<file path="config.mk">
export PLATFORM = sky130hd
export DESIGN_NAME = clod_pim_match_reducer_flat
export DESIGN_NICKNAME = d
export VERILOG_FILES = /design/src/rtl/clod_pim_match_reducer_if.sv /design/src/rtl/clod_pim_match_reducer.sv /design/src/flat_wrapper.sv
export SDC_FILE = /design/constraint.sdc
export NUM_CORES = 1
export LEC_CHECK = 0
export ABC_AREA = 1
export ABC_CLOCK_PERIOD_IN_PS = 11610
export CORE_MARGIN = 8
export CORE_UTILIZATION = 53
export DETAILED_ROUTE_END_ITERATION = 10
export GPL_TIMING_DRIVEN = 0
export PLACE_DENSITY = 0.81
export SLEW_MARGIN = 20
export SYNTH_ARGS = -nofsm -noshare
export SYNTH_HDL_FRONTEND = slang
export SYNTH_SLANG_ARGS = --single-unit
export TNS_END_PERCENT = 5
</file>
<file path="constraint.sdc">
create_clock -name clk -period 11.61 [get_ports clk]
set_input_delay 2.322 -clock clk [delete_from_list [all_inputs] [get_ports clk]]
set_output_delay 2.322 -clock clk [all_outputs]
set_load 0.03 [all_outputs]
</file>
<file path="src/rtl/clod_pim_match_reducer_if.sv">
// Row-in / result-out handshake bundle between the PiM match logic, the reducer and the
// PiM controller.
interface clod_pim_match_reducer_if #(
  parameter int unsigned NUM_ROW_ELEMENTS = 256
);
  localparam int unsigned IDX_W = (NUM_ROW_ELEMENTS > 1) ? $clog2(NUM_ROW_ELEMENTS) : 1;
  localparam int unsigned CNT_W = $clog2(NUM_ROW_ELEMENTS + 1);

  logic                        in_valid;
  logic                        in_ready;
  logic [NUM_ROW_ELEMENTS-1:0] match_bits;
  logic                        first_only;
  logic                        busy;
  logic                        out_valid;
  logic                        out_ready;
  logic                        any_hit;
  logic [IDX_W-1:0]            first_idx;
  logic [CNT_W-1:0]            hit_count;

  // Producer of rows and consumer of results.
  modport master (
    output in_valid, match_bits, first_only, out_ready,
    input  in_ready, busy, out_valid, any_hit, first_idx, hit_count
  );

  // The reducer itself.
  modport slave (
    input  in_valid, match_bits, first_only, out_ready,
    output in_ready, busy, out_valid, any_hit, first_idx, hit_count
  );
endinterface

</file>
<file path="src/rtl/clod_pim_match_reducer.sv">
// Segment-serial reduction of a PiM match row into any-hit, lowest hit index and hit count,
// with optional stop at the first segment that contains a hit.
module clod_pim_match_reducer #(
  parameter int unsigned NUM_ROW_ELEMENTS = 256,
  parameter int unsigned SEG_WIDTH        = 64
) (
  input logic                    clk,
  input logic                    rst_n,
  clod_pim_match_reducer_if.slave bus
);
  localparam int unsigned NUM_SEGS  = NUM_ROW_ELEMENTS / SEG_WIDTH;
  localparam int unsigned IDX_W     = (NUM_ROW_ELEMENTS > 1) ? $clog2(NUM_ROW_ELEMENTS) : 1;
  localparam int unsigned CNT_W     = $clog2(NUM_ROW_ELEMENTS + 1);
  localparam int unsigned SEG_IDX_W = (NUM_SEGS > 1) ? $clog2(NUM_SEGS) : 1;
  localparam int unsigned LOW_W     = (SEG_WIDTH > 1) ? $clog2(SEG_WIDTH) : 1;
  localparam logic [SEG_IDX_W-1:0] LastSeg = SEG_IDX_W'(NUM_SEGS - 1);

  typedef enum logic [1:0] {StIdle, StScan, StDone} state_e;

  state_e                      state_q;
  logic [NUM_ROW_ELEMENTS-1:0] row_q;
  logic                        first_only_q;
  logic [SEG_IDX_W-1:0]        seg_q;
  logic                        any_hit_q;
  logic [IDX_W-1:0]            first_idx_q;
  logic [CNT_W-1:0]            hit_count_q;
  logic                        in_ready_q;
  logic                        busy_q;
  logic                        out_valid_q;

  logic [SEG_WIDTH-1:0] seg_bits;
  logic                 seg_hit;
  logic [CNT_W-1:0]     seg_pop;
  logic [LOW_W-1:0]     seg_low;
  logic [IDX_W-1:0]     hit_idx;

  always_comb begin
    seg_bits = row_q[seg_q*SEG_WIDTH +: SEG_WIDTH];
    seg_hit  = |seg_bits;
    seg_pop  = '0;
    seg_low  = '0;
    // Descending scan so the lowest set bit is the one that sticks.
    for (int i = int'(SEG_WIDTH) - 1; i >= 0; i--) begin
      if (seg_bits[i]) seg_low = LOW_W'(i);
    end
    for (int i = 0; i < int'(SEG_WIDTH); i++) begin
      seg_pop = seg_pop + CNT_W'(seg_bits[i]);
    end
    hit_idx = IDX_W'(32'(seg_q) * SEG_WIDTH + 32'(seg_low));
  end

  always_ff @(posedge clk or negedge rst_n) begin
    if (!rst_n) begin
      state_q      <= StIdle;
      row_q        <= '0;
      first_only_q <= 1'b0;
      seg_q        <= '0;
      any_hit_q    <= 1'b0;
      first_idx_q  <= '0;
      hit_count_q  <= '0;
      in_ready_q   <= 1'b1;
      busy_q       <= 1'b0;
      out_valid_q  <= 1'b0;
    end else begin
      case (state_q)
        StIdle: begin
          if (bus.in_valid) begin
            row_q        <= bus.match_bits;
            first_only_q <= bus.first_only;
            seg_q        <= '0;
            any_hit_q    <= 1'b0;
            first_idx_q  <= '0;
            hit_count_q  <= '0;
            in_ready_q   <= 1'b0;
            busy_q       <= 1'b1;
            state_q      <= StScan;
          end
        end
        StScan: begin
          hit_count_q <= hit_count_q + seg_pop;
          if (seg_hit && !any_hit_q) begin
            any_hit_q   <= 1'b1;
            first_idx_q <= hit_idx;
          end
          if (seg_q == LastSeg || (first_only_q && seg_hit)) begin
            out_valid_q <= 1'b1;
            state_q     <= StDone;
          end else begin
            seg_q <= seg_q + 1'b1;
          end
        end
        StDone: begin
          if (bus.out_ready) begin
            out_valid_q <= 1'b0;
            busy_q      <= 1'b0;
            in_ready_q  <= 1'b1;
            state_q     <= StIdle;
          end
        end
        default: state_q <= StIdle;
      endcase
    end
  end

  assign bus.in_ready  = in_ready_q;
  assign bus.busy      = busy_q;
  assign bus.out_valid = out_valid_q;
  assign bus.any_hit   = any_hit_q;
  assign bus.first_idx = first_idx_q;
  assign bus.hit_count = hit_count_q;

endmodule
</file>
<file path="src/flat_wrapper.sv">
// flat-port wrapper written by rule: the top's interface ports become plain ports
module clod_pim_match_reducer_flat 
#(
  parameter int unsigned NUM_ROW_ELEMENTS = 256,
  parameter int unsigned SEG_WIDTH        = 64
)
  (clk, rst_n, bus_in_valid, bus_match_bits, bus_first_only, bus_out_ready, bus_in_ready, bus_busy, bus_out_valid, bus_any_hit, bus_first_idx, bus_hit_count);
  clod_pim_match_reducer_if #(.NUM_ROW_ELEMENTS(NUM_ROW_ELEMENTS)) bus_i ();
  input logic clk;
  input logic rst_n;
  input wire logic [$bits(bus_i.in_valid)-1:0] bus_in_valid;
  input wire logic [$bits(bus_i.match_bits)-1:0] bus_match_bits;
  input wire logic [$bits(bus_i.first_only)-1:0] bus_first_only;
  input wire logic [$bits(bus_i.out_ready)-1:0] bus_out_ready;
  output wire logic [$bits(bus_i.in_ready)-1:0] bus_in_ready;
  output wire logic [$bits(bus_i.busy)-1:0] bus_busy;
  output wire logic [$bits(bus_i.out_valid)-1:0] bus_out_valid;
  output wire logic [$bits(bus_i.any_hit)-1:0] bus_any_hit;
  output wire logic [$bits(bus_i.first_idx)-1:0] bus_first_idx;
  output wire logic [$bits(bus_i.hit_count)-1:0] bus_hit_count;
  assign bus_i.in_valid = bus_in_valid;
  assign bus_i.match_bits = bus_match_bits;
  assign bus_i.first_only = bus_first_only;
  assign bus_i.out_ready = bus_out_ready;
  assign bus_in_ready = bus_i.in_ready;
  assign bus_busy = bus_i.busy;
  assign bus_out_valid = bus_i.out_valid;
  assign bus_any_hit = bus_i.any_hit;
  assign bus_first_idx = bus_i.first_idx;
  assign bus_hit_count = bus_i.hit_count;
  clod_pim_match_reducer #(.NUM_ROW_ELEMENTS(NUM_ROW_ELEMENTS), .SEG_WIDTH(SEG_WIDTH)) u_core (.clk(clk), .rst_n(rst_n), .bus(bus_i));
endmodule
</file>
# [Yosys cells after proc, flatten, opt, wreduce, memory -nomap -nowiden]
# Index checks and enable logic that the tools add are counted.
[word_totals] reg_bits=282 in_bits=261
[classes] n_reduce_logical=16 shifts=1 mux=86 n_eq_ne=8 add_sub_neg=66
[ops] op="adder 9 x 1 -> 9 bit" n=62
[ops] op="2-to-1 mux 6 bit" n=64
[ops] op="variable part select 256 x 9 -> 64 bit" n=1
[ops] op="OR reduction 64 bit" n=1
[ops] op="one-hot mux 9 bit (2 select lines)" n=1
[ops] op="2-to-1 mux 8 bit" n=2
[ops] op="one-hot mux 8 bit (2 select lines)" n=1
[ops] op="AND reduction 3 bit" n=5
[ops] op="2-to-1 mux 2 bit" n=5
[ops] op="adder 9 bit" n=1
[ops] op="2-to-1 mux 9 bit" n=1
[ops] op="adder 8 x 6 -> 8 bit" n=1
[ops] op="one-hot mux 1 bit (2 select lines)" n=4
[ops] op="2-to-1 mux 1 bit" n=6
[ops] op="!= test 2 bit (second input constant)" n=3
[ops] op="one-hot mux 2 bit (3 select lines)" n=1
[ops] op="nonzero test 2 bit" n=3
[ops] op="== test 2 bit (second input constant)" n=2
[ops] op="!= test 2 x 1 -> 1 bit (second input constant)" n=2
[ops] op="one-hot mux 2 bit (2 select lines)" n=1
[ops] op="AND reduction 2 bit" n=2
[ops] op="adder 1 x 1 -> 2 bit" n=1
[ops] op="adder 2 x 1 -> 2 bit (second input constant)" n=1
[ops] op="== test 2 x 1 -> 1 bit (second input constant)" n=1
[ops] op="4 further kinds" n=5

# [Longest topological paths before layout]
# Gate-level depths: netlist of the first run.
[logic_depth] word_depth=68 ltp_mapped=69 mapped_depth_nobuf=68

# [Worst setup path before layout of the first run]
# Ideal clock, no wire load.
[synth_path] path_kind="register -> register" from="register u_core.seg_q[0]" to="register u_core.hit_count_q[8], in the netlist u_core.bus.hit_count[8]" required_time_ps=11473 path_stages_with_launch=45 slack_ps=3046 t_arrival_ps=8427 setup_ps=137 path_cell_list="dfrtp_1 -> inv_2 -> buf_6 -> buf_6 -> buf_4 -> buf_6 -> buf_6 -> buf_4 -> buf_4 -> buf_6 -> buf_4 -> buf_4 -> buf_4 -> clkbuf_1 -> nand2_1 -> a32oi_1 -> inv_1 -> ha_1 -> [... 9 more ...] -> fa_1 -> fa_1 -> inv_1 -> ha_1 -> fa_1 -> nand2_1 -> nand2_1 -> a21oi_1 -> nor2_1 -> nor2_1 -> nor2_1 -> nor2_1 -> nor2_1 -> nor2_1 -> inv_1 -> a21oi_1 -> xor2_1 -> o21ai_0"
[synth_between] elab_chain_len=66
[synth_lines] item="start, declared" line="clod_pim_match_reducer.sv:23" source="logic [SEG_IDX_W-1:0] seg_q;"
[synth_lines] item="start signal, assigned" line="clod_pim_match_reducer.sv:89" source="seg_q <= seg_q + 1'b1;"
[synth_lines] item="variable part select 256 x 9 -> 64 bit *" line="clod_pim_match_reducer.sv:38" source="seg_bits = row_q[seg_q*SEG_WIDTH +: SEG_WIDTH];"
[synth_lines] item="adder 1 x 1 -> 2 bit" line="clod_pim_match_reducer.sv:47" source="seg_pop = seg_pop + CNT_W'(seg_bits[i]);"
[synth_lines] item="adder 9 x 1 -> 9 bit (61 in a row)" line="clod_pim_match_reducer.sv:47"
[synth_lines] item="adder 9 x 1 -> 9 bit *" line="clod_pim_match_reducer.sv:47"
[synth_lines] item="adder 9 bit *" line="clod_pim_match_reducer.sv:80" source="hit_count_q <= hit_count_q + seg_pop;"
[synth_lines] item="one-hot mux 9 bit (2 select lines) *" line="clod_pim_match_reducer.sv:65" source="case (state_q)"
[synth_lines] item="end signal, assigned" line="clod_pim_match_reducer.sv:80"
[synth_lines] item="end, declared" line="clod_pim_match_reducer.sv:26" source="logic [CNT_W-1:0] hit_count_q;"
# Every way passes the cells marked *; elsewhere a longest branch is shown, timed or not.
# A chain may end at the register's enable or synchronous reset.

# [Final worst setup path of the first run]
[layout_path] from="register u_core.seg_q[1]" to="register u_core.hit_count_q[8], in the netlist u_core.bus.hit_count[8]"
# Same word-level chain as after synthesis.

==> results of run 1 <==
## tightest hold or removal path, stage by stage (launching register included)
cell and delay [ns]:
dfstp_2 0.37, nand2_1 0.05, nand2_1 0.04
## path summary, 6_finish.rpt
check,end,slack (ns),cells after the start
worst max-delay path,u_core.bus.hit_count[8],1.76,44
worst min-delay path,u_core.bus.in_ready,0.47,2
worst max register to register,u_core.bus.hit_count[8],1.76,44
worst min register to register,u_core.bus.in_ready,0.47,2
max in group asynchronous,u_core.row_q[175],8.91,3
min in group asynchronous,u_core.row_q[202],1.64,1
## cell families (layout without fill, tap and decap cells)
family / after synthesis / count (layout) / synth area share (%)
AO/OA/AOI/OAI: 166 / 166 / 7.802
XOR/XNOR: 3 / 3 / 0.1714
adder cells (fa/ha/maj): 92 / 92 / 10.20
buffers and inverters: 216 / 554 / 6.480
flip-flops: 282 / 282 / 46.04
AND/OR/NAND/NOR: 1180 / 1180 / 29.31
## per-stage QoR
step | cells | setup TNS, ns | util (%) | hold slack [ns]
global route | 2661 | 0 | 68.71 | 0.4841
global placement | 2604 | -1002.23 | 65.06 | 0.4505
detailed placement | 2607 | 0 | 65.37 | 0.4550
CTS | 2661 | 0 | 68.71 | 0.4695
floorplan | 1939 | 0 | - | 0.4366
finish | 2661 | 0 | 68.71 | 0.4684
## cell type report
cell class                      count  area share [%]
Buffer                            100           2.837
Clock buffer                       45           4.466
Clock inverter                      9          0.3944
Inverter                          116           2.220
Multi-Input combinational cell   1441           37.01
Sequential cell                   282           35.88
Tap cell                          384           2.443
Timing Repair Buffer              284           14.75
## state kept, by name, indices dropped and copies added (netlist names)
register / flops
u_core.bus.any_hit: 1
u_core.bus.busy: 1
u_core.bus.first_idx: 8
u_core.bus.hit_count: 9
u_core.bus.in_ready: 1
u_core.bus.out_valid: 1
u_core.first_only_q: 1
u_core.row_q: 256
u_core.seg_q: 2
u_core.state_q: 2
## metal layers
layer | vias up | global-route usage [%] | share of wire [%]
met2 | 566 | 43.56 | 46
met5 | - | 0 | 0
met1 | 6617 | 35.00 | 41
met3 | 103 | 5.661 | 8.8
met4 | 0 | 8.542 | 3.4
li1 | 6668 | - | -
## cell usage in the layout, fill, tap and decap left out, types with 31 or more instances in the layout
cell type,n
nand2_1,1089
clkbuf_1,69
fa_1,55
inv_1,92
clkdlybuf4s50_1,280
ha_1,37
clkbuf_16,31
a21oi_1,68
dfrtp_1,281
nor2_1,61
==> metrics.yaml, run 1 <==
start_util_pct: 53.56
antenna_cells: 0
dieHeight_microns: 186.1
ctsHoldBuffers: 0
ant_nets: 0
hold_class: "reg2reg"
cts.sinks: 282
hold_viol: 0
synthMostInstantiatedCell: "nand2_1"
crit_fanout: 10
wirelength_mm: 45.78
fmax_ghz: 0.1016
worst-path-buf-inv: 19
track_usage_pct: 26.62
r2r-start: "u_core.seg_q[1]"
grt_pass1_vias: 14290
drive_gt1_share_pct: 6.105
maxCapViolCount: 0
cts_resized: 0
core_sq_um: 28630
synthCells: 1939
ff_latch_area_sq_um: 7058
slew-limit-headroom_pct: 23.65
synth_seq_cells: 282
synth_top_area_share_pct: 45.87
worst_pin_slew_ns: 1.145
startpoint_type: "flop"
min_period_ns: 9.847
die_w_microns: 186.1
crit_top_cell: "fa_1"
avgSynthCellArea_sq_um: 7.907
cp-end-kind: "flop"
synth_edf_count: 0
drcViolationCount: 0
setup_slack_ns: 1.763
grt_overflow: 0
cts_tree: "built"
drt-initial-drc-count: 1223
required_ns: 12.03
yosysTopAreaCell: "dfrtp_1"
pin_count: 282
htreeDepth: 1
antenna_found_initial: 0
preCtsSetupSlack_ns: 1.889
grt_pass1_wl_mm: 72.89
design_area_sq_um: 19670
clkTransAtPathRegs_ns: 0.06
finClkSkew_ns: 0.01224
fillCellCount: 2267
post_dp_cell_area_sq_um: 18710
grt_max_degree: 102
crit_start: "u_core.seg_q[1]"
viasPerCell: 5.244
syn_area_sq_um: 15330
yosysWarnings: 0
path_class: "reg2reg"
ys_seq_area_share_pct: 46.04
setup_viol: 0
cts_root_buf: "clkbuf_16"
synthDistinctLibCells: 37
row_count: 62
max_stage_delay_ns: 0.51
cp_top_family: "adder cells"
dieArea_sq_um: 34620
async_flop_share_pct: 100.0
numCtsBuffers: 31
vias: 13954
period_share_pct: 84.82
rsz0062_at_grt: "false"
cts_setup_buffers: 0
synth_common_cells: "nand2_1, dfrtp_1, inv_1"
wire_per_inst_microns: 17.20
fin_nets: 2609
synthFlopType: "dfrtp_1"
slowest_stage: "fa_1"
numPortBuffers: 281
dr.pass1.iters: 5
slew_violations: 0
synth.area.top_cells: "dfrtp_1, nand2_1, fa_1"
min_from: "u_core.bus.in_ready"
cp.arrival_ns: 10.27
place.gp.congestion: 0.8910
cts_buffer_depth: 3
dpl.hpwl_mm: 35.02
syn_nets: 2292
multi_input_area_sq_um: 7279
clock_latency_ns: 0.56
status: "completed"
syn2layout_area_growth_pct: 28.30
Power of run 1 is left out: the tool's default activity adds up to more than one toggle a clock period on the data nets, which glitch-free logic cannot reach.
==> inputs of run 2 (changes only) <==
--- a/config.mk
+++ b/config.mk
@@ -6,12 +6,12 @@
 export NUM_CORES = 1
 export LEC_CHECK = 0
 export ABC_AREA = 1
-export ABC_CLOCK_PERIOD_IN_PS = 11610
+export ABC_CLOCK_PERIOD_IN_PS = 8400
 export CORE_MARGIN = 8
-export CORE_UTILIZATION = 53
+export CORE_UTILIZATION = 48
 export DETAILED_ROUTE_END_ITERATION = 10
 export GPL_TIMING_DRIVEN = 0
-export PLACE_DENSITY = 0.81
+export PLACE_DENSITY = 0.77
 export SLEW_MARGIN = 20
 export SYNTH_ARGS = -nofsm -noshare
 export SYNTH_HDL_FRONTEND = slang
==> constraint.sdc (replaced) <==
create_clock -name clk -period 8.4 [get_ports clk]
set_input_delay 1.68 -clock clk [delete_from_list [all_inputs] [get_ports clk]]
set_output_delay 1.68 -clock clk [all_outputs]
set_load 0.03 [all_outputs]
==> run 2 against run 1 <==
Net effect:
- setup slack lost 1.4 ns
- utilization is 5.3 points lower
- routed wire length grew 5.7%
- die area rose by 9.5%
- first-iteration DRC count fell by 17%
- non-clock buffer count down 10
- clock skew increased by 0.022 ns
- worst hold slack worse by 0.0048 ns
- cell area is 1.5% higher
- largest cell class unchanged
- highest routed layer unchanged
==> metrics.yaml, run 2 (synthesized netlist as in run 1, its figures left out) <==
fin_hold_ws_ns: 0.4637  # -0.004755 ns
start_util_pct: 48.71  # -4.8 points
final_common_cell: "nand2_1"
dp_cells: 2625  # +0.69%
worst_pin_slew_ns: 1.054  # -0.09164 ns
cts_buffer_depth: 3  # unchanged
setup_slack_ns: 0.3464  # -1.416 ns
track_usage_pct: 24.54  # -2.1 points
grt_pass1_vias: 14126  # -1.1%
hold_viol: 0  # unchanged
slowest_stage: "fa_1"
drcViolationCount: 0  # unchanged
clock_latency_ns: 0.58  # +0.02 ns
multi_input_area_sq_um: 7312  # +0.45%
dieArea_sq_um: 37910  # +9.5%
fmax_ghz: 0.1242  # +22%
finClkSkew_ns: 0.03424  # +0.02200 ns
numCtsBuffers: 30  # -3.2%
cp-end-kind: "flop"
drive_gt1_share_pct: 6.435  # +0.33 points
largest_reg_flops: 256  # unchanged
place.gp.congestion: 0.8602  # -3.5%
vias: 13810  # -1.0%
cp.arrival_ns: 8.49  # -1.78 ns
period_share_pct: 95.88  # +11 points
rsz0062_at_grt: "false"
htreeDepth: 1  # unchanged
setup_viol: 0  # unchanged
grt_pass1_wl_mm: 75.06  # +3.0%
layout_common_cells: "nand2_1, clkdlybuf4s50_1, dfrtp_1, inv_1, a21oi_1"
fillCellCount: 2668  # +18%
ctsHoldBuffers: 0  # unchanged
syn2layout_area_growth_pct: 30.17
path_class: "reg2reg"
preCtsSetupSlack_ns: -1.123  # -3.011 ns
grt_max_degree: 103  # +0.98%
instances_no_fill: 2672  # +0.41%
cts.sinks: 282  # unchanged
slew_violations: 0  # unchanged
wirelength_mm: 48.37  # +5.7%
slew-limit-headroom_pct: 29.76  # +6.1 points
hold_class: "reg2reg"
post-route-util_pct: 63.41  # -5.3 points
clkTransAtPathRegs_ns: 0.06  # about the same
maxCapViolCount: 0  # unchanged
numPortBuffers: 281  # unchanged
startpoint_type: "flop"
ff_latch_area_sq_um: 7059  # about the same
ant_nets: 0  # unchanged
regMostFlops: "u_core.row_q"
core_sq_um: 31470  # +10%
drt-initial-drc-count: 1021  # -17%
grt_overflow: 0  # unchanged
dieHeight_microns: 194.7  # +4.6%
dpl.hpwl_mm: 35.44  # +1.2%
cts_root_buf: "clkbuf_16"
cts_tree: "built"
crit_top_cell: "fa_1"
crit_fanout: 19  # +9
wire_per_inst_microns: 18.10  # +5.2%
pin_count: 282  # unchanged
fin_nets: 2598  # -0.42%
max_stage_delay_ns: 0.57  # +0.06 ns
status: "completed"
min_period_ns: 8.054  # -1.794 ns
viasPerCell: 5.168  # -1.4%
dr.pass1.iters: 5  # unchanged
row_count: 65  # +4.8%
required_ns: 8.84  # -3.19 ns
die_w_microns: 194.7  # +4.6%
antenna_found_initial: 1  # +1
run 2: final timing paths:
path / start / endpoint / slack, ns / cells after the start
worst min-delay path: u_core.bus.in_ready / u_core.bus.in_ready / 0.46 / 2
worst min register to register: u_core.bus.in_ready / u_core.bus.in_ready / 0.46 / 2
worst max-delay path: u_core.seg_q[0] / u_core.bus.hit_count[8] / 0.35 / 35
max in group asynchronous: rst_n / u_core.row_q[99] / 6.33 / 2
worst max register to register: u_core.seg_q[0] / u_core.bus.hit_count[8] / 0.35 / 35
min in group asynchronous: rst_n / u_core.row_q[134] / 1.12 / 1
run 2: timing repair:
item,4_1_cts,5_1_grt
resized for setup,27,20
setup endpoints to repair,8,3
pin swaps,2,5
cloned,4,5
buffers inserted,3,1
run 2: per-layer routing:
| layer | track usage, % | up-vias | part of all wire [%] |
|---|---|---|---|
| li1 | - | 6660 | - |
| met1 | 32.50 | 6540 | 43 |
| met2 | 40.09 | 518 | 46 |
| met3 | 4.940 | 92 | 7.6 |
| met4 | 7.808 | 0 | 3.2 |
| met5 | 0 | - | 0 |
run 2: worst max-delay path: cells and delay by family (launching register included):
family / cells / cell delay, ns
AND/OR/NAND/NOR: 8 / 0.66
buffers and inverters: 10 / 1.06
adder cells (fa/ha/maj): 11 / 4.82
XOR/XNOR: 1 / 0.15
flip-flops: 1 / 0.45
AO/OA/AOI/OAI: 5 / 0.72
run 2: layout make-up:
cell class / instances / area share [%]
Multi-Input combinational cell: 1441 / 36.64
Sequential cell: 282 / 35.37
Timing Repair Buffer: 297 / 15.90
Clock buffer: 46 / 4.464
Tap cell: 402 / 2.520
Buffer: 77 / 2.351
Inverter: 116 / 2.276
Clock inverter: 10 / 0.4640
Antenna cell: 1 / 0.01254
run 2: through the flow:
stage	cell area [sq um]	TNS (ns)
floorplan	15360	0
global placement	18680	-1762.79
detailed placement	18750	-3.663
CTS	19840	0
global route	19960	0
finish	19960	0
Power of run 2 is left out for the same reason.
